## config.mk

```make
export PLATFORM = sky130hd
export DESIGN_NAME = hms_set_ctrl
export DESIGN_NICKNAME = d
export VERILOG_FILES = /design/src/rtl/hms_pkg.sv /design/src/rtl/btn_edge.sv /design/src/rtl/hms_set_ctrl.sv
export SDC_FILE = /design/constraint.sdc
export NUM_CORES = 1
export LEC_CHECK = 0
export BUFFER_PORTS_ARGS = -buffer_cell sky130_fd_sc_hd__buf_2
export CORE_MARGIN = 10
export CORE_UTILIZATION = 44
export CTS_CLUSTER_DIAMETER = 40
export DETAILED_ROUTE_END_ITERATION = 7
export PLACE_DENSITY = 0.7
export SLEW_MARGIN = 20
export SYNTH_ARGS = -nofsm -noshare
export SYNTH_HDL_FRONTEND = slang
export SYNTH_HIERARCHICAL = 1
export SYNTH_SLANG_ARGS = --single-unit
```

## constraint.sdc

```tcl
create_clock -name clk -period 3 [get_ports clk]
set_input_delay 0.45 -clock clk [delete_from_list [all_inputs] [get_ports clk]]
set_output_delay 0.45 -clock clk [all_outputs]
set_load 0.01 [all_outputs]
```

## src/rtl/hms_pkg.sv

```systemverilog
// Shared encodings and helpers for the HMS clock set controller.
// Field indices are bit positions in the inc/dec enables and pair positions in the blink mask.
package hms_pkg;

    typedef enum logic {
        MODE_CLOCK = 1'b0,
        MODE_SETUP = 1'b1
    } mode_e;

    typedef enum logic [1:0] {
        POS_SEC  = 2'd0,
        POS_MIN  = 2'd1,
        POS_HOUR = 2'd2
    } pos_e;

    localparam int unsigned FLD_SEC  = 0;
    localparam int unsigned FLD_MIN  = 1;
    localparam int unsigned FLD_HOUR = 2;

    localparam logic [5:0] MASK_ALL = 6'h3F;

    function automatic pos_e next_pos(input pos_e pos);
        unique case (pos)
            POS_SEC:  next_pos = POS_MIN;
            POS_MIN:  next_pos = POS_HOUR;
            default:  next_pos = POS_SEC;
        endcase
    endfunction

    function automatic logic [2:0] fld_onehot(input pos_e pos);
        unique case (pos)
            POS_MIN:  fld_onehot = 3'b1 << FLD_MIN;
            POS_HOUR: fld_onehot = 3'b1 << FLD_HOUR;
            default:  fld_onehot = 3'b1 << FLD_SEC;
        endcase
    endfunction

    // Selected field's digit pair follows ~phase; all other digits stay lit.
    function automatic logic [5:0] setup_mask(input pos_e pos, input logic phase);
        logic [5:0] m;
        m = MASK_ALL;
        unique case (pos)
            POS_MIN:  m[2*FLD_MIN  +: 2] = {2{~phase}};
            POS_HOUR: m[2*FLD_HOUR +: 2] = {2{~phase}};
            default:  m[2*FLD_SEC  +: 2] = {2{~phase}};
        endcase
        return m;
    endfunction

endpackage

```

## src/rtl/btn_edge.sv

```systemverilog
// Rising-edge press detector for a debounced button level.
// History resets to 1 so a button held through reset yields no press.
module btn_edge (
    input  logic clk,
    input  logic rst_n,
    input  logic level,
    output logic press
);

    logic hist;

    always_ff @(posedge clk) begin
        if (!rst_n) hist <= 1'b1;
        else        hist <= level;
    end

    assign press = level & ~hist;

endmodule

```

## src/rtl/hms_set_ctrl.sv

```systemverilog
// Mode/set controller for the HMS clock: turns buttons and the 1 Hz tick into
// one-cycle counter enables and a digit blink mask. All outputs registered.
module hms_set_ctrl
    import hms_pkg::*;
#(
    parameter int unsigned TIMEOUT_SEC = 10
) (
    input  logic       clk,
    input  logic       rst_n,
    input  logic       i_tick_1hz,
    input  logic       i_btn_mode,
    input  logic       i_btn_pos,
    input  logic       i_btn_inc,
    input  logic       i_btn_dec,
    input  logic       i_sec_max,
    input  logic       i_min_max,
    output logic       o_mode,
    output logic [1:0] o_pos,
    output logic [2:0] o_inc,
    output logic [2:0] o_dec,
    output logic [5:0] o_blink_mask
);

    localparam int unsigned IDLE_W = (TIMEOUT_SEC > 0) ? $clog2(TIMEOUT_SEC + 1) : 1;
    localparam logic [IDLE_W-1:0] IDLE_LAST =
        IDLE_W'((TIMEOUT_SEC > 0) ? TIMEOUT_SEC - 1 : 0);

    logic mode_ev, pos_ev, inc_ev, dec_ev, any_press, timeout;

    btn_edge u_edge_mode (.clk(clk), .rst_n(rst_n), .level(i_btn_mode), .press(mode_ev));
    btn_edge u_edge_pos  (.clk(clk), .rst_n(rst_n), .level(i_btn_pos),  .press(pos_ev));
    btn_edge u_edge_inc  (.clk(clk), .rst_n(rst_n), .level(i_btn_inc),  .press(inc_ev));
    btn_edge u_edge_dec  (.clk(clk), .rst_n(rst_n), .level(i_btn_dec),  .press(dec_ev));

    mode_e             mode_q, mode_d;
    pos_e              pos_q, pos_d;
    logic [IDLE_W-1:0] idle_q, idle_d;
    logic              phase_q, phase_d;
    logic [2:0]        inc_d, dec_d;
    logic [5:0]        mask_d;

    assign any_press = mode_ev | pos_ev | inc_ev | dec_ev;
    assign timeout   = (TIMEOUT_SEC > 0) && i_tick_1hz && (idle_q == IDLE_LAST) && !any_press;

    always_ff @(posedge clk) begin
        if (!rst_n) begin
            mode_q       <= MODE_CLOCK;
            pos_q        <= POS_SEC;
            idle_q       <= '0;
            phase_q      <= 1'b0;
            o_inc        <= '0;
            o_dec        <= '0;
            o_blink_mask <= MASK_ALL;
        end else begin
            mode_q       <= mode_d;
            pos_q        <= pos_d;
            idle_q       <= idle_d;
            phase_q      <= phase_d;
            o_inc        <= inc_d;
            o_dec        <= dec_d;
            o_blink_mask <= mask_d;
        end
    end

    always_comb begin
        mode_d  = mode_q;
        pos_d   = pos_q;
        idle_d  = idle_q;
        phase_d = phase_q;
        inc_d   = '0;
        dec_d   = '0;

        unique case (mode_q)
            MODE_CLOCK: begin
                idle_d  = '0;
                phase_d = 1'b0;
                // A tick coinciding with the mode press still advances time.
                if (i_tick_1hz)
                    inc_d = {i_sec_max & i_min_max, i_sec_max, 1'b1};
                if (mode_ev) begin
                    mode_d = MODE_SETUP;
                    pos_d  = POS_SEC;
                end
            end
            default: begin
                if (any_press) begin
                    idle_d  = '0;
                    phase_d = 1'b0;
                end else if (i_tick_1hz) begin
                    idle_d  = idle_q + IDLE_W'(1);
                    phase_d = ~phase_q;
                end

                if (mode_ev || timeout) begin
                    mode_d  = MODE_CLOCK;
                    idle_d  = '0;
                    phase_d = 1'b0;
                end else if (pos_ev) begin
                    pos_d = next_pos(pos_q);
                end else if (inc_ev ^ dec_ev) begin
                    if (inc_ev) inc_d = fld_onehot(pos_q);
                    else        dec_d = fld_onehot(pos_q);
                end
            end
        endcase

        mask_d = (mode_d == MODE_SETUP) ? setup_mask(pos_d, phase_d) : MASK_ALL;
    end

    assign o_mode = mode_q;
    assign o_pos  = pos_q;

endmodule

```

==> summary.txt, run 1 <==
Outcome
  – Status: finished, final reports clean

Min path
  – HP Start: i_btn_mode
  – Hold Path Class: input port to flip-flop
  – Hold Path End: u_edge_mode/hist
  – Worst hold stages: 2

Power
  – Cell Pwr Density: 420 nW/um2
  – Net Sw Power: 0.000106 W
  – Power share of the combinational group: 8.8%
  – Clk pwr share: 28.4%
  – Worst ir drop on vdd: 0.246 mV
  – Switching Share: 23.0%
  – P_leak: 0.463 nW
  – Seq pwr share: 62.8%
  – Total power: 0.000461 W
  – Cell Int Power: 0.000355 W

Final layout
  – Register area: 420 um2
  – Commonest non-fill, non-tap cell in the layout: buf_2
  – N_diodes: 0
  – Nets: 131
  – Multi-input gate area: 487 um2
  – Layout cell share with drive strength beyond 1: 31.9%
  – Area Growth Syn to Fin: 15.7%
  – Most frequent cells in the layout: buf_2, dfxtp_1, nor2_1
  – FILL cells: 200
  – Non-filler cells, final: 143
  – Final Cell Area: 1100 um2

Yosys
  – Yosys warnings: 6
  – Seq cells post-synth: 21
  – Mapped Area: 950 um2
  – Syn nets: 107
  – Mean post-synth cell area: 10.2 um2
  – Post-synthesis cell count: 93
  – Cell variety after synth: 34
  – Seq/Total Area, Yosys: 44.3%

Floorplanning
  – Die height: 66.5 um
  – Die Area: 4420 um2
  – CORE AREA: 2000 um2
  – Initial Util: 47.4%
  – Die width: 66.5 um
  – Num ports: 24
  – Rows: 16

Timing
  – Final Hold Violating Endpoints: 0
  – RSZ-0062 raised after global routing: no
  – # setup viols final: 0
  – Max-slew headroom at the worst pin: 65.5%
  – Final slew viol count: 0
  – Max Clk Rate: 608 MHz
  – Skew final: 0.00607 ns
  – Tcrit/Tclk final: 54.8%
  – Setup Total Neg Slack: 0 ns
  – Tmin final: 1.64 ns
  – Final Worst Setup Slack: 1.36 ns
  – Worst slew pin tran: 0.517 ns

Clock tree
  – Worst-path clk slew: 0.11 ns
  – Hold_buf cts: 0
  – Clk sinks: 21
  – Maximum buffer depth of the clock tree: 2
  – CTS resizes: 0
  – # H-tree levels: 1
  – Root Driver: clkbuf_4
  – Clk_lat worst skew: 0.30 ns
  – CTS buffer count: 3
  – # Post-CTS Setup Buffers: 0
  – CTS tree: yes

Worst setup path
  – Worst Setup SP: o_pos[1]
  – Startpoint types: flip-flop
  – Crit path max fanout: 5
  – R2r endpoint: o_blink_mask[2]
  – Critical path, cell by cell: inv_1 > ha_1 > a32o_2 > a211o_1 > or3_1
  – Crit-path leading delay family: compound AO/OA/AOI/OAI gates
  – R2R Path Start: o_pos[1]
  – WP buf/inv: 1
  – Crit path DAT: 1.83 ns
  – Reg2reg path depth: 5
  – R2R Setup Slk: 1.36 ns
  – Setup CP Type: flip-flop to flip-flop
  – Levels on crit path: 5
  – CP peak stage delay: 0.41 ns
  – CP Capture Type: flip-flop
  – WP data required: 3.19 ns
  – Critical Path Slowest Stage Cell: dfxtp_1

Routing
  – DRC violations left: 0
  – Via-to-Cell Ratio: 4.94
  – DRT iter0 DRCs: 12
  – Post-Route WL: 1.77 mm
  – Vias: 707
  – Drt pass-1 iters: 4
  – Antenna viol nets, final: 0
  – Wire per inst: 12.4 um

Placement
  – Placed cells: 139
  – Port Buffers: 23
  – GPL Wtd Cong: 0.750
  – Post-DP Area: 1070 um2
  – DP Worst Slack: 1.20 ns
  – DP HPWL: 1.46 mm

GRT
  – Number of global-route vias before repair: 693
  – First-pass GRT wire length: 2.84 mm
  – All-Layer GR Usage: 8.00%
  – GRT overflow: 0
  – Initial antenna violation count: 0
  – Largest net degree at the start of global routing: 13

Job
  – Maxcap violations: 0
-- per-stage QoR --
step	utilization [%]	hold WS (ns)
6_report	54.9	0.342
4_1_cts	54.9	0.332
3_3_place_gp	53.5	0.503
3_5_place_dp	53.5	0.511
2_1_floorplan	-	0.480
5_1_grt	54.9	0.342
-- how the worst max path moves through the flow --
| stage | end | slack, ns |
|---|---|---|
| 2_1_floorplan | o_blink_mask[2] | 1.38 |
| 3_3_place_gp | o_blink_mask[2] | 1.22 |
| 3_5_place_dp | o_blink_mask[2] | 1.20 |
| 4_1_cts | o_blink_mask[2] | 1.35 |
| 5_1_grt | o_blink_mask[2] | 1.28 |
| 6_report | o_blink_mask[2] | 1.36 |
-- area by class of cell --
cell class / count / share of cell area, %
Tap cell: 27 / 3.08
Multi-Input combinational cell: 64 / 44.3
Sequential cell: 21 / 38.3
Clock buffer: 3 / 2.05
Inverter: 4 / 1.37
Clock inverter: 1 / 0.456
Timing Repair Buffer: 23 / 10.5
-- power groups by stage --
stage	clock, W	combinational (W)	sequential, W
2_1_floorplan	0	0.0000258	0.000297
3_3_place_gp	0	0.0000396	0.000296
3_5_place_dp	0	0.0000409	0.000296
4_1_cts	0.000140	0.0000411	0.000290
5_1_grt	0.000149	0.0000452	0.000290
6_report	0.000131	0.0000406	0.000290
-- layer usage --
metal,GRT usage (%),up-vias,wire [um]
met1,8.05,329,703
met3,3.01,2,159
met2,14.1,17,893
li1,-,359,-
met5,0,-,0
met4,3.93,0,17
-- state kept, by name, indices dropped and copies added (netlist names) --
signal            cells
u_edge_inc/hist       1
o_inc                 3
u_edge_pos/hist       1
o_blink_mask          3
idle_q                4
o_pos                 2
o_mode                1
phase_q               1
u_edge_mode/hist      1
o_dec                 3
u_edge_dec/hist       1
-- synthesized netlist by cell type, drive strengths merged --
master,n,area [um2]
inv,4,15.0
and4,1,8.76
o21a,1,7.51
o211ai,1,7.51
nand3,3,15.0
a32o,1,11.3
a211oi,1,7.51
nand2b,6,37.5
nand2,1,3.75
or3,4,25.0
a22oi,1,7.51
xnor2,2,17.5
nor2,8,30.0
a211o,1,8.76
and2b,2,17.5
o22ai,1,6.26
a21boi,1,7.51
a21oi,2,10.0
nand3b,1,7.51
buf,4,27.5
ha,5,62.6
nor3b,1,7.51
nor3,1,5.00
nor2b,9,93.8
and2,3,18.8
xor2,2,17.5
a32oi,1,16.3
dfxtp,21,420
nand4,1,6.26
and3,2,13.8
o2111ai,1,8.76
-- kinds of logic (layout without fill, tap and decap cells) --
group	count (synthesis)	count (layout)	synth area share (%)
and+or+nand+nor	43	43	30.6
AOI/OAI and AO/OA	12	12	10.4
adders and majority gates	5	5	6.59
DFF	21	21	44.3
xor gates and xnor gates	4	4	3.69
buffers and inverters	8	31	4.48
Note: power is estimated with default switching activity, not from simulation.
==> run 2, diff against run 1 <==
Settings changed: PLACE_DENSITY 0.7 to 0.73.
Clock period 3 ns to 1.49 ns, I/O delays scaled along.
==> run 2 against run 1 <==
The run now ends with negative setup slack left. Non-clock buffer count rose by 11. Total power grew 100%. Clock power is 99% higher. Combinational power rose by 140%. Maximum frequency rose by 10%. Largest power group unchanged. First-iteration DRC count down 33%. Worst setup slack lost 1.4 ns. Core utilization up 5.8 points. Clock skew increased by 0.0014 ns. Design area grew 11%.
==> summary.txt, run 2 (synthesis results as in run 1) <==
Outcome
  – Status: finished with violations
  – Failing checks: negative setup slack

Final layout
  – N_diodes: 0 (unchanged)
  – Top reg by flops: idle_q
  – Nets: 142 (+8.4%)
  – Max FFs per register: 4 (unchanged)
  – Layout cell share with drive strength beyond 1: 44.9% (+13 points)
  – FILL cells: 189 (-5.5%)
  – Area Growth Syn to Fin: 27.9%
  – Commonest non-fill, non-tap cell in the layout: buf_2
  – Most frequent cells in the layout: buf_2, dfxtp_1, buf_4

Clock tree
  – # H-tree levels: 1 (unchanged)
  – Clk_lat worst skew: 0.29 ns (about the same)
  – CTS buffer count: 3 (unchanged)
  – Root Driver: clkbuf_4
  – Clk sinks: 21 (unchanged)
  – Worst-path clk slew: 0.11 ns (about the same)
  – Maximum buffer depth of the clock tree: 2 (unchanged)
  – CTS tree: yes
  – Hold_buf cts: 0 (unchanged)

Floorplanning
  – Die width: 66.5 um (unchanged)
  – Rows: 16 (unchanged)
  – Die Area: 4420 um2 (unchanged)
  – Die height: 66.5 um (unchanged)
  – Num ports: 24 (unchanged)
  – CORE AREA: 2000 um2 (unchanged)
  – Initial Util: 47.4% (unchanged)

Worst setup path
  – CP Capture Type: flip-flop
  – Critical path, cell by cell: nor2b_4 > nor2b_4 > a32o_2 > a211o_1 > or3_1
  – Cell mode on critical path: nor2b_4
  – Critical Path Slowest Stage Cell: dfxtp_2
  – Crit path max fanout: 4 (-1)
  – Setup CP Type: flip-flop to flip-flop
  – Crit path DAT: 1.68 ns (-0.15 ns)
  – Startpoint types: flip-flop
  – WP data required: 1.68 ns (-1.51 ns)
  – CP peak stage delay: 0.34 ns (-0.07 ns)

Power
  – P_leak: 0.519 nW (+12%)
  – Worst ir drop on vdd: 0.544 mV (+120%)
  – Cell Pwr Density: 773 nW/um2 (+84%)
  – Total power: 0.000939 W (+100%)

Timing
  – Tcrit/Tclk final: 100% (+45 points)
  – Final slew viol count: 0 (unchanged)
  – Max-slew headroom at the worst pin: 75.3% (+9.8 points)
  – Tmin final: 1.49 ns (-0.152 ns)
  – RSZ-0062 raised after global routing: yes
  – Fin Hold WS: 0.126 ns (-0.216 ns)
  – Final Worst Setup Slack: -0.00327 ns (-1.36 ns)
  – Max Clk Rate: 670 MHz (+10%)
  – Worst slew pin tran: 0.370 ns (-0.147 ns)
  – # setup viols final: 1 (+1)
  – Final Hold Violating Endpoints: 0 (unchanged)
  – Skew final: 0.00742 ns (+0.00135 ns)

Routing
  – Antenna viol nets, final: 0 (unchanged)
  – DRT iter0 DRCs: 8 (-4)
  – Drt pass-1 iters: 2 (-2)
  – Via-to-Cell Ratio: 4.93 (-0.31%)
  – Wire per inst: 12.6 um (+2.0%)
  – Vias: 759 (+7.4%)
  – DRC violations left: 0 (unchanged)
  – Post-Route WL: 1.95 mm (+9.8%)

GRT
  – First-pass GRT wire length: 3.11 mm (+9.7%)
  – Initial antenna violation count: 0 (unchanged)
  – All-Layer GR Usage: 8.91% (+0.92 points)
  – Number of global-route vias before repair: 771 (+11%)
  – Largest net degree at the start of global routing: 12 (-1)
  – GRT overflow: 0 (unchanged)

Placement
  – GPL Wtd Cong: 0.806 (+7.4%)
  – DP HPWL: 1.54 mm (+5.3%)
  – Port Buffers: 23 (unchanged)

Job
  – Maxcap violations: 0 (unchanged)

Min path
  – Hold Path Class: input port to flip-flop
[run 2: metal layers]
layer / part of all wire (%) / global-route usage (%)
met1: 42 / 8.34
met5: 0 / 0
met4: 2.4 / 7.59
met2: 51 / 16.0
met3: 4.9 / 2.01
[run 2: area by class of cell]
| type | instances | area (um2) | area share, % |
|---|---|---|---|
| Clock buffer | 4 | 26.3 | 2.16 |
| Inverter | 4 | 15.0 | 1.24 |
| Multi-Input combinational cell | 64 | 512 | 42.1 |
| Sequential cell | 21 | 430 | 35.4 |
| Tap cell | 27 | 33.8 | 2.78 |
| Timing Repair Buffer | 34 | 198 | 16.3 |
[run 2: timing repair]
action                     in CTS  in global routing
setup buffers                   1                  1
gates resized for setup         6                  3
setup endpoints to repair       2                  4
[run 2: path summary, 6_finish.rpt]
| check | start | to | slack (ns) | cells past startpoint |
|---|---|---|---|---|
| max | u_edge_mode/hist | o_blink_mask[2] | -0.003 | 5 |
| min | i_btn_dec | u_edge_dec/hist | 0.13 | 2 |
| max reg2reg | u_edge_mode/hist | o_blink_mask[2] | -0.003 | 5 |
| min reg2reg | idle_q[1] | idle_q[1] | 0.54 | 2 |
[run 2: per-stage QoR]
step	setup WS (ns)	utilization [%]	cells	area [um2]	TNS (ns)
2_1_floorplan	0.00381	-	93	957	0
3_3_place_gp	-0.0397	57.3	148	1150	-0.0397
3_5_place_dp	-0.0762	57.3	148	1150	-0.0762
4_1_cts	-0.00988	59.8	153	1200	-0.00988
5_1_grt	-0.0692	60.7	154	1210	-0.215
6_report	-0.00327	60.7	154	1210	-0.00327
[run 2: power by group]
group / total (W) / switching, W / internal, W / leakage (nW)
registers: 0.000581 / 0.00000836 / 0.000573 / 0.173
logic: 0.0000972 / 0.0000453 / 0.0000519 / 0.332
clock network: 0.000261 / 0.000157 / 0.000104 / 0.0150
[run 2: critical path: cells and delay by family, from the launching register on]
family | cells | cell delay (ns)
AOI/OAI and AO/OA | 2 | 0.52
DFF | 1 | 0.34
and+or+nand+nor | 3 | 0.54
